--- src/rtl/rgmii_pkg.sv ---
// Shared types, constants and the reflected CRC-32 byte step used by the RGMII transmit framer.
package rgmii_pkg;

  typedef enum logic [2:0] {
    ST_IDLE,
    ST_PREAMBLE,
    ST_SFD,
    ST_PAYLOAD,
    ST_PAD,
    ST_FCS,
    ST_IFG,
    ST_DISCARD
  } tx_state_e;

  localparam logic [7:0]  PREAMBLE_BYTE = 8'h55;
  localparam logic [7:0]  SFD_BYTE      = 8'hD5;
  localparam logic [31:0] CRC_POLY      = 32'hEDB88320;
  localparam logic [31:0] CRC_INIT      = 32'hFFFFFFFF;

  // Control pairs are {TX_EN^TX_ER, TX_EN}.
  localparam logic [1:0]  CTRL_IDLE     = 2'b00;
  localparam logic [1:0]  CTRL_DATA     = 2'b11;
  localparam logic [1:0]  CTRL_ERROR    = 2'b01;

  function automatic logic [31:0] crc32_byte_update(input logic [31:0] crc, input logic [7:0] data);
    logic [31:0] c;
    c = crc ^ {24'h000000, data};
    for (int i = 0; i < 8; i++) begin
      c = c[0] ? ((c >> 1) ^ CRC_POLY) : (c >> 1);
    end
    return c;
  endfunction

endpackage

--- src/rtl/rgmii_transmit_framer_crc32_generator.sv ---
// Running reflected CRC-32 register; the caller inverts the result to form the FCS.
module crc32_generator (
  input  logic        clock,
  input  logic        reset_n,
  input  logic        clear,
  input  logic        enable,
  input  logic [7:0]  data,
  output logic [31:0] crc
);
  import rgmii_pkg::*;

  logic [31:0] crc_q, crc_d;

  always_comb begin
    crc_d = crc_q;
    if (clear) begin
      crc_d = CRC_INIT;
    end else if (enable) begin
      crc_d = crc32_byte_update(crc_q, data);
    end
  end

  always_ff @(posedge clock or negedge reset_n) begin
    if (!reset_n) begin
      crc_q <= CRC_INIT;
    end else begin
      crc_q <= crc_d;
    end
  end

  assign crc = crc_q;

endmodule

--- src/rtl/rgmii_transmit_framer.sv ---
// Gigabit RGMII transmit framer: preamble/SFD insertion, padding, CRC-32 FCS and inter-frame gap,
// with one registered byte and control pair per clock for the DDR output stage.
module rgmii_transmit_framer #(
  parameter int unsigned PREAMBLE_BYTES  = 7,
  parameter int unsigned MIN_FRAME_BYTES = 60,
  parameter int unsigned IFG_CYCLES      = 12
) (
  input  logic       clock,
  input  logic       reset_n,
  input  logic [7:0] s_data,
  input  logic       s_valid,
  input  logic       s_last,
  output logic       s_ready,
  output logic [7:0] tx_ddr_data,
  output logic [1:0] tx_ddr_control,
  output logic       busy,
  output logic       underrun_error
);
  import rgmii_pkg::*;

  localparam logic [15:0] MIN_LEN  = 16'(MIN_FRAME_BYTES);
  localparam logic [7:0]  PRE_LAST = 8'(PREAMBLE_BYTES - 1);
  localparam logic [7:0]  IFG_LAST = 8'(IFG_CYCLES - 1);

  tx_state_e   state_q, state_d;
  logic [15:0] byte_cnt_q, byte_cnt_d;
  logic [7:0]  phase_q, phase_d;
  logic [7:0]  data_q, data_d;
  logic [1:0]  ctrl_q, ctrl_d;
  logic        underrun_q, underrun_d;
  logic        ready_q, busy_q;

  logic        crc_clear, crc_enable;
  logic [7:0]  crc_data;
  logic [31:0] crc_value, fcs;
  logic [7:0]  fcs_byte;
  logic [15:0] cnt_inc;

  crc32_generator u_crc (
    .clock   (clock),
    .reset_n (reset_n),
    .clear   (crc_clear),
    .enable  (crc_enable),
    .data    (crc_data),
    .crc     (crc_value)
  );

  assign fcs      = ~crc_value;
  assign fcs_byte = fcs[{phase_q[1:0], 3'b000} +: 8];
  assign cnt_inc  = (byte_cnt_q == 16'hFFFF) ? byte_cnt_q : byte_cnt_q + 16'd1;

  // Each state decides the byte registered onto the wire at the next edge.
  always_comb begin
    state_d    = state_q;
    byte_cnt_d = byte_cnt_q;
    phase_d    = phase_q;
    data_d     = 8'h00;
    ctrl_d     = CTRL_IDLE;
    underrun_d = 1'b0;
    crc_clear  = 1'b0;
    crc_enable = 1'b0;
    crc_data   = s_data;
    case (state_q)
      ST_IDLE: begin
        crc_clear  = 1'b1;
        byte_cnt_d = 16'd0;
        phase_d    = 8'd0;
        if (s_valid) state_d = ST_PREAMBLE;
      end
      ST_PREAMBLE: begin
        data_d = PREAMBLE_BYTE;
        ctrl_d = CTRL_DATA;
        if (phase_q == PRE_LAST) begin
          phase_d = 8'd0;
          state_d = ST_SFD;
        end else begin
          phase_d = phase_q + 8'd1;
        end
      end
      ST_SFD: begin
        data_d     = SFD_BYTE;
        ctrl_d     = CTRL_DATA;
        crc_clear  = 1'b1;
        byte_cnt_d = 16'd0;
        state_d    = ST_PAYLOAD;
      end
      ST_PAYLOAD: begin
        if (s_valid) begin
          data_d     = s_data;
          ctrl_d     = CTRL_DATA;
          crc_enable = 1'b1;
          byte_cnt_d = cnt_inc;
          if (s_last) state_d = (cnt_inc < MIN_LEN) ? ST_PAD : ST_FCS;
        end else begin
          ctrl_d     = CTRL_ERROR;
          underrun_d = 1'b1;
          state_d    = ST_DISCARD;
        end
      end
      ST_DISCARD: begin
        if (s_valid && s_last) begin
          phase_d = 8'd0;
          state_d = ST_IFG;
        end
      end
      ST_PAD: begin
        ctrl_d     = CTRL_DATA;
        crc_enable = 1'b1;
        crc_data   = 8'h00;
        byte_cnt_d = cnt_inc;
        if (cnt_inc >= MIN_LEN) state_d = ST_FCS;
      end
      ST_FCS: begin
        data_d = fcs_byte;
        ctrl_d = CTRL_DATA;
        if (phase_q == 8'd3) begin
          phase_d = 8'd0;
          state_d = ST_IFG;
        end else begin
          phase_d = phase_q + 8'd1;
        end
      end
      ST_IFG: begin
        // A waiting frame skips IDLE so the gap is exactly IFG_CYCLES long.
        if (phase_q == IFG_LAST) begin
          phase_d = 8'd0;
          state_d = s_valid ? ST_PREAMBLE : ST_IDLE;
        end else begin
          phase_d = phase_q + 8'd1;
        end
      end
      default: state_d = ST_IDLE;
    endcase
  end

  always_ff @(posedge clock or negedge reset_n) begin
    if (!reset_n) begin
      state_q    <= ST_IDLE;
      byte_cnt_q <= 16'd0;
      phase_q    <= 8'd0;
      data_q     <= 8'h00;
      ctrl_q     <= CTRL_IDLE;
      underrun_q <= 1'b0;
      ready_q    <= 1'b0;
      busy_q     <= 1'b0;
    end else begin
      state_q    <= state_d;
      byte_cnt_q <= byte_cnt_d;
      phase_q    <= phase_d;
      data_q     <= data_d;
      ctrl_q     <= ctrl_d;
      underrun_q <= underrun_d;
      ready_q    <= (state_d == ST_PAYLOAD) || (state_d == ST_DISCARD);
      busy_q     <= (state_d != ST_IDLE);
    end
  end

  assign s_ready        = ready_q;
  assign tx_ddr_data    = data_q;
  assign tx_ddr_control = ctrl_q;
  assign busy           = busy_q;
  assign underrun_error = underrun_q;

endmodule

--- config.mk ---
export PLATFORM = sky130hd
export DESIGN_NAME = rgmii_transmit_framer
export DESIGN_NICKNAME = d
export VERILOG_FILES = /design/src/rtl/rgmii_pkg.sv /design/src/rtl/rgmii_transmit_framer_crc32_generator.sv /design/src/rtl/rgmii_transmit_framer.sv
export SDC_FILE = /design/constraint.sdc
export NUM_CORES = 1
export LEC_CHECK = 0
export ABC_AREA = 1
export BUFFER_PORTS_ARGS = -buffer_cell sky130_fd_sc_hd__buf_2
export CAP_MARGIN = 10
export CORE_MARGIN = 2
export CORE_UTILIZATION = 56
export DETAILED_ROUTE_END_ITERATION = 10
export HOLD_SLACK_MARGIN = 0.12
export PLACE_DENSITY = 0.86
export SLEW_MARGIN = 20
export SYNTH_ARGS = -nofsm -noshare
export SYNTH_HDL_FRONTEND = slang
export SYNTH_SLANG_ARGS = --single-unit
--- constraint.sdc ---
create_clock -name clock -period 2 [get_ports clock]
set_input_delay 0.3 -clock clock [delete_from_list [all_inputs] [get_ports clock]]
set_output_delay 0.3 -clock clock [all_outputs]
set_load 0.01 [all_outputs]
* After elaboration in Yosys (flattened, before gate mapping)
Cells that the tools add are included.
Word-level totals: register bits after elaboration 72, bits of input ports 12, logic and storage cells 89, output and inout bits 13
Cells by class: $lt $le $gt $ge 2, shift-type cells 1, equality and inequality tests 15, reductions and logical operators 11, bitwise logic cells 10, muxes and demuxes 39, add/subtract/negate cells 2
Operators by type and width (count):
- $mux 32 | 10
- $not 13->14 | 8
- $mux 8 | 6
- $pmux 16 s3 | 1
- $pmux 8 s5 | 1
- $mux 16 | 2
- $not 32->32 | 1
- $pmux 8 s4 | 1
- $shiftx 32x6->8 | 1
- $xor 32x8->32 | 1
- $mux 3 | 8
- $pmux 3 s8 | 1
- $add 16x1->16 const B | 1
- $eq 16x16->1 const B | 1
- $ge 16x6->1 const B | 1
- $lt 16x6->1 const B | 1
- $eq 3x3->1 const B | 5
- $eq 3x2->1 const B | 3
- $add 8x1->8 const B | 1
- $eq 8x2->1 const B | 1
- $eq 8x3->1 const B | 1
- $eq 8x4->1 const B | 1
- $mux 1 | 6
- $reduce_bool 3->1 | 2
- other kinds (13) | 15

* Depth between registers and ports, before layout
Gate-level depths: netlist of run 1.
depth after elaboration 21, gate-level depth with buffers 17, gate-level depth less buffers 17

* Cells and area by module
Synthesis of run 1 repeated with hierarchy kept, for this count alone.
Second synthesis, totals: cells, all modules 724, area, all modules 5134.9 um^2
Modules (own cells, without submodules):
- rgmii_transmit_framer | times used 1, cells each 376, seq. area each 1001.0 um^2, area each 2650.0 um^2
- crc32_generator | times used 1, cells each 348, seq. area each 840.8 um^2, area each 2484.9 um^2

* Least setup slack after synthesis of run 1
OpenSTA, ideal clock, no wires.
path type flip-flop to flip-flop, start point register phase_q[0], end point register busy_q, in the netlist busy, required time 1882 ps, data arrival time 1995 ps, setup time 118 ps, path slack -113 ps, buffers on the path 2, cell stages (with the launch flop) 14, clock period less this slack 2113 ps, path through dfrtp_1 -> clkbuf_1 -> clkinv_1 -> clkbuf_1 -> ha_1 -> nand3_1 -> nor2_1 -> inv_1 -> a22oi_1 -> nand4_1 -> a21oi_1 -> nand2_1 -> nand2_1 -> nand2_1
On the way: word-level cells in the longest chain between the ends 4, elaborated cells on any way between the ends 8, classes of those cells 3 x eq/ne; 4 x mux; 1 x reduce/logical
Ends and longest elaborated chain:
- from (decl) | RTL line rgmii_transmit_framer.sv:27 | logic [7:0] phase_q, phase_d;
- from (signal assigned) | RTL line rgmii_transmit_framer.sv:149 | phase_q <= phase_d;
- $eq 8x4->1 (tied with other cells) | RTL line rgmii_transmit_framer.sv:125 | if (phase_q == IFG_LAST) begin
- $mux 3 (on tied branches) | RTL line rgmii_transmit_framer.sv:125, rgmii_transmit_framer.sv:73, rgmii_transmit_framer.sv:116
- $pmux 3 s8 * | RTL line rgmii_transmit_framer.sv:63 | case (state_q)
- $reduce_bool 3->1 * | RTL line rgmii_transmit_framer.sv:154 | busy_q <= (state_d != ST_IDLE);
- to (signal assigned) | RTL line rgmii_transmit_framer.sv:154
- to (decl) | RTL line rgmii_transmit_framer.sv:31 | logic ready_q, busy_q;
Every way passes the cells marked *; elsewhere a longest branch is shown, timed or not. A chain may end at the register's enable or synchronous reset.

* Final worst setup path of run 1
start point register state_q[1], end point register u_crc.crc_q[23], in the netlist u_crc.crc[23]
On the way: word-level cells in the longest chain between the ends 18, elaborated cells on any way between the ends 26, classes of those cells 3 x eq/ne; 13 x mux; 7 x bitwise; 3 x reduce/logical
Ends and longest elaborated chain:
- from (decl) | RTL line rgmii_transmit_framer.sv:25 | tx_state_e state_q, state_d;
- from (signal assigned) | RTL line rgmii_transmit_framer.sv:147 | state_q <= state_d;
- $eq 3x3->1 | RTL line rgmii_transmit_framer.sv:63
- $mux 8 | RTL line rgmii_transmit_framer.sv:63
- $xor 32x8->32 | RTL line rgmii_pkg.sv:27 | c = crc ^ {24'h000000, data};
- $mux 32 | RTL line rgmii_pkg.sv:29 | c = c[0] ? ((c >> 1) ^ CRC_POLY) : (c >> 1);
- $not 13->14 (no source line)
- $mux 32 (2 in series) | RTL line rgmii_pkg.sv:29
- $not 13->14 (no source line)
- $mux 32 | RTL line rgmii_pkg.sv:29
- $not 13->14 (no source line)
- $mux 32 (2 in series) | RTL line rgmii_pkg.sv:29
- $not 13->14 (no source line)
- $mux 32 | RTL line rgmii_pkg.sv:29
- $not 13->14 (no source line)
- $mux 32 | RTL line rgmii_pkg.sv:29
- $mux 32 | RTL line rgmii_transmit_framer_crc32_generator.sv:18 | end else if (enable) begin
- $mux 32 | RTL line rgmii_transmit_framer_crc32_generator.sv:16 | if (clear) begin
- to (signal assigned) | RTL line rgmii_transmit_framer_crc32_generator.sv:27 | crc_q <= crc_d;
- to (decl) | RTL line rgmii_transmit_framer_crc32_generator.sv:12 | logic [31:0] crc_q, crc_d;
Parallel ways exist; a longest one is shown, timed or not. The select of a mux whose other input is x is not followed.

==> metrics.txt, run 1 <==
xor/xnor cell area share of the yosys netlist 9.28%; Die ar. 9500 sq um; initial antenna violation count 0; cts bufs inserted 9; layout cell share with drive strength beyond 1 35.3%; hold path depth 2; Starting Density 56.9%; failing checks negative setup slack; post-synthesis area per instance 7.15 sq um; status complete, but fails checks; minimum clock period 2.27 ns; Post-route DRC 0; post-synthesis cell type count 45; most common cell in the synthesized netlist nand2_1; layout overhead on the synthesized area 35.0%; Post-Syn Area 4890 sq um; crit share post-route 114%; initial DRC count 1153; Async SR Flop Fraction 100%; largest family of logic cells by synthesized area simple AND/OR/NAND/NOR gates; multiplexer share of the synthesized area 0%; Final WS setup -0.274 ns; register area share after synthesis 37.6%; Critical Path RT 2.30 ns; CTS tree yes; ys flop type dfrtp_1; fin cells 898; Antenna Nets Post-Route 0; synth top area cells dfrtp_1 20%, dfstp_2 17%, nand2_1 13%, inv_1 7.9%, xor2_1 5.2%; drt first pass iters 7; R2R depth 15; ANT cells 0; CTS sink cnt 72; Post-Synth Adder-Cell Area 0.767%; #FFs+latches synth 72; WL/cell 22.8 microns; syn_nets 699; FP Rows 34; Placed Cells incl. Taps 854; DRT Wirelength 20.5 mm; Yosys top cell by area dfrtp_1; top-area cell type share of the netlist area 20.5%; CP startpoint kind flop; Worst EP arrival 2.57 ns; clk root buf clkbuf_8; Post-synth EDFFs 0; number of max-cap violations 0; clk_skew 0.0217 ns; RSZ-0062 raised after global routing true; Commonest cells post-synth 169 x nand2_1, 103 x inv_1, 61 x nor2_1; Worst Setup End Kind flop; DP HPWL 10.5 mm; vias in the first global route 5179; clk_lat worst skew 0.38 ns; Worst Hold Class in2reg; final instance area 6610 sq um; Setup CP Type reg2reg; Synth Instances 684; # IOs 25; PortBufs 24; nets 800; GRT Overall Usage 31.6%; largest net degree at the start of global routing 31; final setup fails 27; Die Span Y 97.5 microns; H-tree depth 3; Die Width 97.5 microns; Worst-Margin Slew 0.641 ns; global-route wire length before repair 24.3 mm; clk buf depth 2; final hold vios 0; vias 5993; Yosys Warn Count 0; global placer's final weighted congestion 0.965; DR vias/cell 6.67; critical path fanouts, max 6; dpl cell area 5540 sq um; Core ar. 8590 sq um; setup TNS -2.39 ns; final count of pins violating max slew 0; Max Clk Rate 440 MHz; Synth Area in Compound Gates 15.3%; total grt overflow 0; Slew HR 56.7%; Worst-path clk slew 0.09 ns; Synth Area in Simple Gates 26.9%
## final cells by class
type / count / area [sq um]
multi-input combinational: 485 / 3120
fill: 466 / 1990
clock buffer: 9 / 124
sequential: 72 / 1850
inverter: 112 / 430
clock inverter: 7 / 95.1
timing repair buffer: 105 / 852
tap: 108 / 135
## worst paths after layout
| path | startpoint | to | slack [ns] |
|---|---|---|---|
| min in group asynchronous | reset_n | byte_cnt_q[10]$_DFFE_PN0P_ | 0.48 |
| max | state_q[1]$_DFF_PN0_ | u_crc.crc[23]$_DFFE_PN1P_ | -0.27 |
| min | s_valid | underrun_error$_DFF_PN0_ | 0.16 |
| max reg2reg | state_q[1]$_DFF_PN0_ | u_crc.crc[23]$_DFFE_PN1P_ | -0.27 |
| min reg2reg | u_crc.crc[20]$_DFFE_PN1P_ | u_crc.crc[20]$_DFFE_PN1P_ | 0.55 |
| max in group asynchronous | reset_n | u_crc.crc[8]$_DFFE_PN1P_ | 0.86 |
## cell usage in the layout (no fill, tap or decap), types with 9 or more instances in the layout
master,instances
buf_4,63
nand3_1,38
inv_1,94
nand4_1,13
dfrtp_1,36
nand2_4,21
o22ai_1,17
nand2_2,26
nand2_1,128
buf_2,24
a21oi_1,30
buf_6,11
xor2_2,9
nor2_1,46
clkbuf_8,9
o21ai_0,39
inv_2,12
dfstp_2,32
xor2_1,20
## registers in the layout, indices dropped and copies added (netlist names), 2 cells and up
register / flops
state_q: 3
tx_ddr_data: 8
phase_q: 8
tx_ddr_control: 2
byte_cnt_q: 16
u_crc.crc: 32
## stage by stage
stage / utilization (%) / worst slack (ns) / hold WS, ns
after floorplan: - / 0.0199 / 0.00441
after global placement: 64.5 / 0.0438 / 0.337
after detailed placement: 64.5 / -0.0551 / 0.343
after CTS: 68.2 / 0.00189 / 0.168
after global routing: 76.9 / -0.349 / 0.185
final: 76.9 / -0.274 / 0.159
## cells by family (layout without fill, tap and decap cells)
family,Yosys count,in the layout
flops,72,72
fa+ha+maj,3,3
buf+inv,128,233
compound gates,130,130
xor+xnor,42,42
simple gates,309,310
## what timing repair did
action | CTS | global route
cloned | 0 | 2
pin swaps | 4 | 54
hold buffers | 1 | 0
buffers inserted | 6 | 20
resized for setup | 14 | 146
endpoints found under the hold margin | 21 | 0
endpoints found under the setup margin | 22 | 57
## critical path: stages, from the launching register on
cell	delay (ns)
dfrtp_1	0.43
nor2_4	0.14
nand2_4	0.11
buf_12	0.18
nand2_2	0.07
nand2_2	0.07
nand2_4	0.14
buf_6	0.14
nand3_1	0.25
nand2_1	0.20
nand2_1	0.10
nand2_2	0.10
nand2_1	0.06
nand2_1	0.06
nor2_1	0.04
nor2_1	0.11
## metal layers
metal / global-route usage (%) / vias up / part of all wire, %
li1: - / 2402 / -
met1: 39.9 / 2726 / 33
met2: 50.8 / 662 / 45
met3: 6.55 / 203 / 14
met4: 17.4 / 0 / 7.8
met5: 0 / - / 0
Power of run 1 is left out: the tool's default activity adds up to more than one toggle a clock period on the data nets, which glitch-free logic cannot reach.
==> run 2: changes to the inputs <==
- CELL_PAD_IN_SITES_DETAIL_PLACEMENT: not set -> 2
- CELL_PAD_IN_SITES_GLOBAL_PLACEMENT: not set -> 2
- CORE_UTILIZATION: 56 -> 32
- PLACE_DENSITY: 0.86 -> 0.85
==> run 2 against run 1 <==
Net effect:
- the run still ends with negative setup slack left
- clock skew about the same
- cell count up 15%
- die area is 72% higher
- via count rose by 5.9%
- register-to-register slack worse by 0.19 ns
- hold slack better by 0.093 ns
==> metrics.txt, run 2 (same netlist as run 1, synthesis figures left out) <==
setup TNS -8.21 ns (was -2.39 ns); failing checks negative setup slack (unchanged); PortBufs 24 (unchanged); final setup fails 56 (was 27); largest net degree at the start of global routing 38 (was 31); Final WS setup -0.459 ns (was -0.274 ns); H-tree depth 3 (unchanged); Hold EP underrun_error$_DFF_PN0_ (unchanged); CP Cell Sequence nor2_4 > nand2_4 > nand2_4 > inv_2 > nand2_1 > nand2_4 > nand2_1 > nand2_1 > nand2_1 > nand2_1 > nand2_1 > nand2_2 > xor2_2 > a21oi_1 (was nor2_4 > nand2_4 > buf_12 > nand2_2 > nand2_2 > nand2_4 > buf_6 > nand3_1 > nand2_1 > nand2_1 > nand2_2 > nand2_1 > nand2_1 > nor2_1 > nor2_1); R2R Setup Slk -0.46 ns (was -0.27 ns); layout cell share with drive strength beyond 1 55.0% (was 35.3%); vias in the first global route 6773 (was 5179); final count of pins violating max slew 0 (unchanged); status complete, but fails checks (unchanged); DP HPWL 16.2 mm (was 10.5 mm); Bufs and invs on worst path 1 (was 2); clk buf depth 2 (unchanged); Antenna Nets Post-Route 0 (unchanged); nets 852 (was 800); Starting Density 32.4% (was 56.9%); Max Clk Rate 407 MHz (was 440 MHz); Top delay family on crit path simple AND/OR/NAND/NOR gates (unchanged); Critical Path RT 2.27 ns (was 2.30 ns); DRT Wirelength 35.6 mm (was 20.5 mm); most frequent cells in the layout 90 x nand2_1, 89 x buf_4, 82 x inv_1 (was 128 x nand2_1, 94 x inv_1, 63 x buf_4); Core ar. 15100 sq um (was 8590 sq um); global placer's final weighted congestion 0.873 (was 0.965); clk_lat worst skew 0.38 ns (about the same); Die Span Y 128 microns (was 97.5 microns); layout overhead on the synthesized area 68.5% (was 35.0%); total grt overflow 0 (unchanged); # IOs 25 (unchanged); Post-route DRC 0 (unchanged); r2r endpoint u_crc.crc[20]$_DFFE_PN1P_ (was u_crc.crc[23]$_DFFE_PN1P_); GRT Overall Usage 36.3% (was 31.6%); drt first pass iters 5 (was 7); critical path fanouts, max 7 (was 6); Die Width 128 microns (was 97.5 microns); ANT cells 0 (unchanged); Setup CP Type reg2reg (unchanged); Worst-Margin Slew 0.601 ns (was 0.641 ns); slowest stage delay, CP 0.44 ns (was 0.43 ns); WL/cell 34.5 microns (was 22.8 microns); final hold vios 0 (unchanged); CP startpoint kind flop (unchanged); most used cell, CP nand2_1 (unchanged); clk_skew 0.0215 ns (was 0.0217 ns); vias 6345 (was 5993); max FFs per register 32 (unchanged); Slew HR 59.9% (was 56.7%); Worst Hold Slack 0.251 ns (was 0.159 ns); CTS tree yes (unchanged); global-route wire length before repair 43.5 mm (was 24.3 mm); Worst EP arrival 2.73 ns (was 2.57 ns); DR vias/cell 6.16 (was 6.67); Die ar. 16300 sq um (was 9500 sq um); R2R Path Start state_q[0]$_DFF_PN0_ (was state_q[1]$_DFF_PN0_); CTS sink cnt 72 (unchanged); Worst path slowest cell dfrtp_2 (was dfrtp_1); initial DRC count 487 (was 1153); number of max-cap violations 0 (unchanged); cts bufs inserted 9 (unchanged); Worst Hold Class in2reg (unchanged); crit share post-route 123% (was 114%); FP Rows 45 (was 34); hold path depth 2 (unchanged); Worst Setup End Kind flop (unchanged); initial antenna violation count 1 (was 0); clk root buf clkbuf_16 (was clkbuf_8); minimum clock period 2.46 ns (was 2.27 ns); Worst-path clk slew 0.08 ns (was 0.09 ns); hold_sp s_valid (unchanged); R2R depth 14 (was 15); commonest non-fill, non-tap cell in the layout nand2_1 (unchanged); RSZ-0062 raised after global routing true (unchanged)
run 2: worst reg2reg max path, delay by kind of cell, from the launching register on:
| family | cells | cell delay [ns] |
|---|---|---|
| DFF | 1 | 0.44 |
| xor gates and xnor gates | 1 | 0.19 |
| buffers and inverters | 1 | 0.05 |
| and+or+nand+nor | 11 | 1.45 |
| AOI/OAI and AO/OA | 1 | 0.23 |
run 2: through the flow:
step                setup WS [ns]  utilization (%)  area, sq um  cells
floorplan                  0.0199                -         4900    684
global placement           -0.271             38.3         5780    955
detailed placement         -0.318             38.3         5780    955
CTS                       -0.0554             45.4         6850   1006
global route               -0.510             54.7         8250   1030
finish                     -0.459             54.7         8250   1030
run 2: timing repair:
item,in CTS,in global routing
pin swaps,32,96
buffers inserted,34,26
hold buffers,1,0
gates resized for setup,118,289
endpoints found under the setup margin,55,59
cloned,0,2
endpoints found under the hold margin,15,0
run 2: worst max path at each step:
stage	startpoint	to	depth (start not counted)
CTS	state_q[1]$_DFF_PN0_	u_crc.crc[26]$_DFFE_PN1P_	14
detailed placement	byte_cnt_q[0]$_DFFE_PN0P_	busy$_DFF_PN0_	13
global route	state_q[0]$_DFF_PN0_	u_crc.crc[20]$_DFFE_PN1P_	14
floorplan	byte_cnt_q[0]$_DFFE_PN0P_	busy$_DFF_PN0_	14
finish	state_q[0]$_DFF_PN0_	u_crc.crc[20]$_DFFE_PN1P_	14
global placement	byte_cnt_q[0]$_DFFE_PN0P_	busy$_DFF_PN0_	13
run 2: layout make-up:
class                           instances  area (sq um)
Fill cell                            1546          6840
Multi-Input combinational cell        484          4000
Sequential cell                        72          1860
Timing Repair Buffer                  158          1420
Inverter                              112           452
Clock buffer                           12           256
Tap cell                              188           235
Clock inverter                          4          28.8
run 2: routing by layer:
metal / GRT usage [%] / vias up / share of wire, %
li1: - / 2506 / -
met1: 41.8 / 3267 / 39
met2: 63.2 / 380 / 48
met3: 6.43 / 190 / 6.3
met4: 20.9 / 2 / 7.0
met5: 0 / - / 0.037
Power of run 2 is left out for the same reason.
==> run 3: changes to the inputs <==
- SKIP_CTS_REPAIR_TIMING: not set -> 1
==> run 3 against run 2 <==
Net effect:
- the flow still finishes with violations (negative setup slack)
- via count decreased by 7.6%
- critical path depth decreased by 2
- die area unchanged
- cell area decreased by 15%
- first-iteration DRC count decreased by 15%
- non-clock buffer count decreased by 28
- fmax increased by 3.0%
- worst setup slack improved by 0.071 ns
- register-to-register slack improved by 0.07 ns
- core utilization decreased by 8.2 points
- critical path type unchanged
- critical endpoint is now u_crc.crc[4]$_DFFE_PN1P_
==> metrics.txt, run 3 (same netlist as run 1, synthesis figures left out) <==
status complete, but fails checks (unchanged); failing checks negative setup slack (unchanged); clk root buf clkbuf_16 (unchanged); CP startpoint kind flop (unchanged); dpl cell area 5780 sq um (unchanged); hold_sp s_valid (unchanged); RSZ-0062 raised after global routing true (unchanged); final count of pins violating max slew 0 (unchanged); # fillers 1671 (was 1546); Setup CP Type reg2reg (unchanged); clk_lat worst skew 0.38 ns (about the same); Post-route DRC 0 (unchanged); Sequential Area 1850 sq um (was 1860 sq um); GRT Overall Usage 29.0% (was 36.3%); DRT Wirelength 29.5 mm (was 35.6 mm); WL/cell 29.5 microns (was 34.5 microns); drt first pass iters 5 (unchanged); crit share post-route 119% (was 123%); global placer's final weighted congestion 0.873 (unchanged); PortBufs 24 (unchanged); R2R Setup Slk -0.39 ns (was -0.46 ns); minimum clock period 2.39 ns (was 2.46 ns); critical path fanouts, max 4 (was 7); Core ar. 15100 sq um (unchanged); vias 5865 (was 6345); clk_skew 0.0183 ns (was 0.0215 ns); layout cell share with drive strength beyond 1 39.7% (was 55.0%); initial DRC count 416 (was 487); Worst EP arrival 2.65 ns (was 2.73 ns); layout overhead on the synthesized area 43.3% (was 68.5%); FP Rows 45 (unchanged); total grt overflow 0 (unchanged); Die Span Y 128 microns (unchanged); cts bufs inserted 9 (unchanged); Final WS setup -0.388 ns (was -0.459 ns); Critical Path RT 2.26 ns (was 2.27 ns); Antenna Nets Post-Route 0 (unchanged); final instance area 7010 sq um (was 8250 sq um); Max Clk Rate 419 MHz (was 407 MHz); r2r endpoint u_crc.crc[4]$_DFFE_PN1P_ (was u_crc.crc[20]$_DFFE_PN1P_); Slew HR 61.0% (was 59.9%); DR vias/cell 5.85 (was 6.16); # IOs 25 (unchanged); Worst-path clk slew 0.07 ns (was 0.08 ns); Worst Hold Class in2reg (unchanged); Hold EP underrun_error$_DFF_PN0_ (unchanged); H-tree depth 3 (unchanged); final hold vios 0 (unchanged); ANT cells 0 (unchanged); initial antenna violation count 0 (was 1); global-route wire length before repair 35.8 mm (was 43.5 mm); vias in the first global route 6299 (was 6773); R2R Path Start state_q[1]$_DFF_PN0_ (was state_q[0]$_DFF_PN0_); final setup fails 38 (was 56); nets 824 (was 852); Worst Setup End Kind flop (unchanged); CTS sink cnt 72 (unchanged); Die ar. 16300 sq um (unchanged); Worst Setup SP state_q[1]$_DFF_PN0_ (was state_q[0]$_DFF_PN0_); hold path depth 2 (unchanged); DP HPWL 16.2 mm (unchanged); Die Width 128 microns (unchanged); Starting Density 32.4% (unchanged); largest net degree at the start of global routing 38 (unchanged); area of the multi-input gates 3180 sq um (was 4000 sq um); commonest non-fill, non-tap cell in the layout nand2_1 (unchanged); CTS tree yes (unchanged); number of max-cap violations 0 (unchanged); R2R depth 12 (was 14); most frequent cells in the layout 130 x nand2_1, 94 x inv_1, 91 x buf_4 (was 90 x nand2_1, 89 x buf_4, 82 x inv_1); max FFs per register 32 (unchanged); clk buf depth 2 (unchanged); Worst-Margin Slew 0.586 ns (was 0.601 ns)
## run 3: cell types whose count changed in the layout (fill, tap and decap cells not counted), sizes merged
cell,delta
buf,-26
clkbuf,-2
clkinv,-1
inv,+1
## run 3: per-layer routing
metal	vias to the layer above	track usage [%]	wire (microns)
li1	2445	-	-
met1	3025	33.1	11400
met2	260	53.0	15000
met3	135	5.72	1390
met4	0	11.8	1770
met5	-	0	0
## run 3: critical path, stage by stage, from the launching register on
cell     delay, ns
dfrtp_1       0.42
nor2_4        0.15
nand2_4       0.09
nand2_2       0.15
xor2_4        0.32
or2_4         0.21
nand2_2       0.10
buf_4         0.16
nand2_1       0.12
nand3_1       0.11
nand2_1       0.10
nor2_1        0.06
a21oi_1       0.28
## run 3: layout make-up
cell class | count | area share, %
clock buffer | 12 | 3.66
tap | 188 | 3.35
inverter | 112 | 6.07
multi-input combinational | 484 | 45.3
clock inverter | 4 | 0.410
sequential | 72 | 26.4
timing repair buffer | 130 | 14.8
## run 3: metrics by stage
| step | TNS, ns | worst slack [ns] | utilization (%) | hold WS [ns] | cells |
|---|---|---|---|---|---|
| 3_5_place_dp | -4.98 | -0.318 | 38.3 | 0.349 | 955 |
| 6_report | -5.21 | -0.388 | 46.5 | 0.226 | 1002 |
| 2_1_floorplan | 0 | 0.0199 | - | 0.00441 | 684 |
| 5_1_grt | -9.16 | -0.411 | 46.5 | 0.222 | 1002 |
| 4_1_cts | -9.59 | -0.430 | 40.2 | -0.0370 | 971 |
| 3_3_place_gp | -1.12 | -0.271 | 38.3 | 0.326 | 955 |
## run 3: worst max path at each step
stage,end,slack (ns),depth (start not counted)
global route,busy$_DFF_PN0_,-0.41,13
CTS,busy$_DFF_PN0_,-0.43,13
floorplan,busy$_DFF_PN0_,0.02,14
detailed placement,busy$_DFF_PN0_,-0.32,13
finish,u_crc.crc[4]$_DFFE_PN1P_,-0.39,12
global placement,busy$_DFF_PN0_,-0.27,13
Power of run 3 is left out for the same reason.
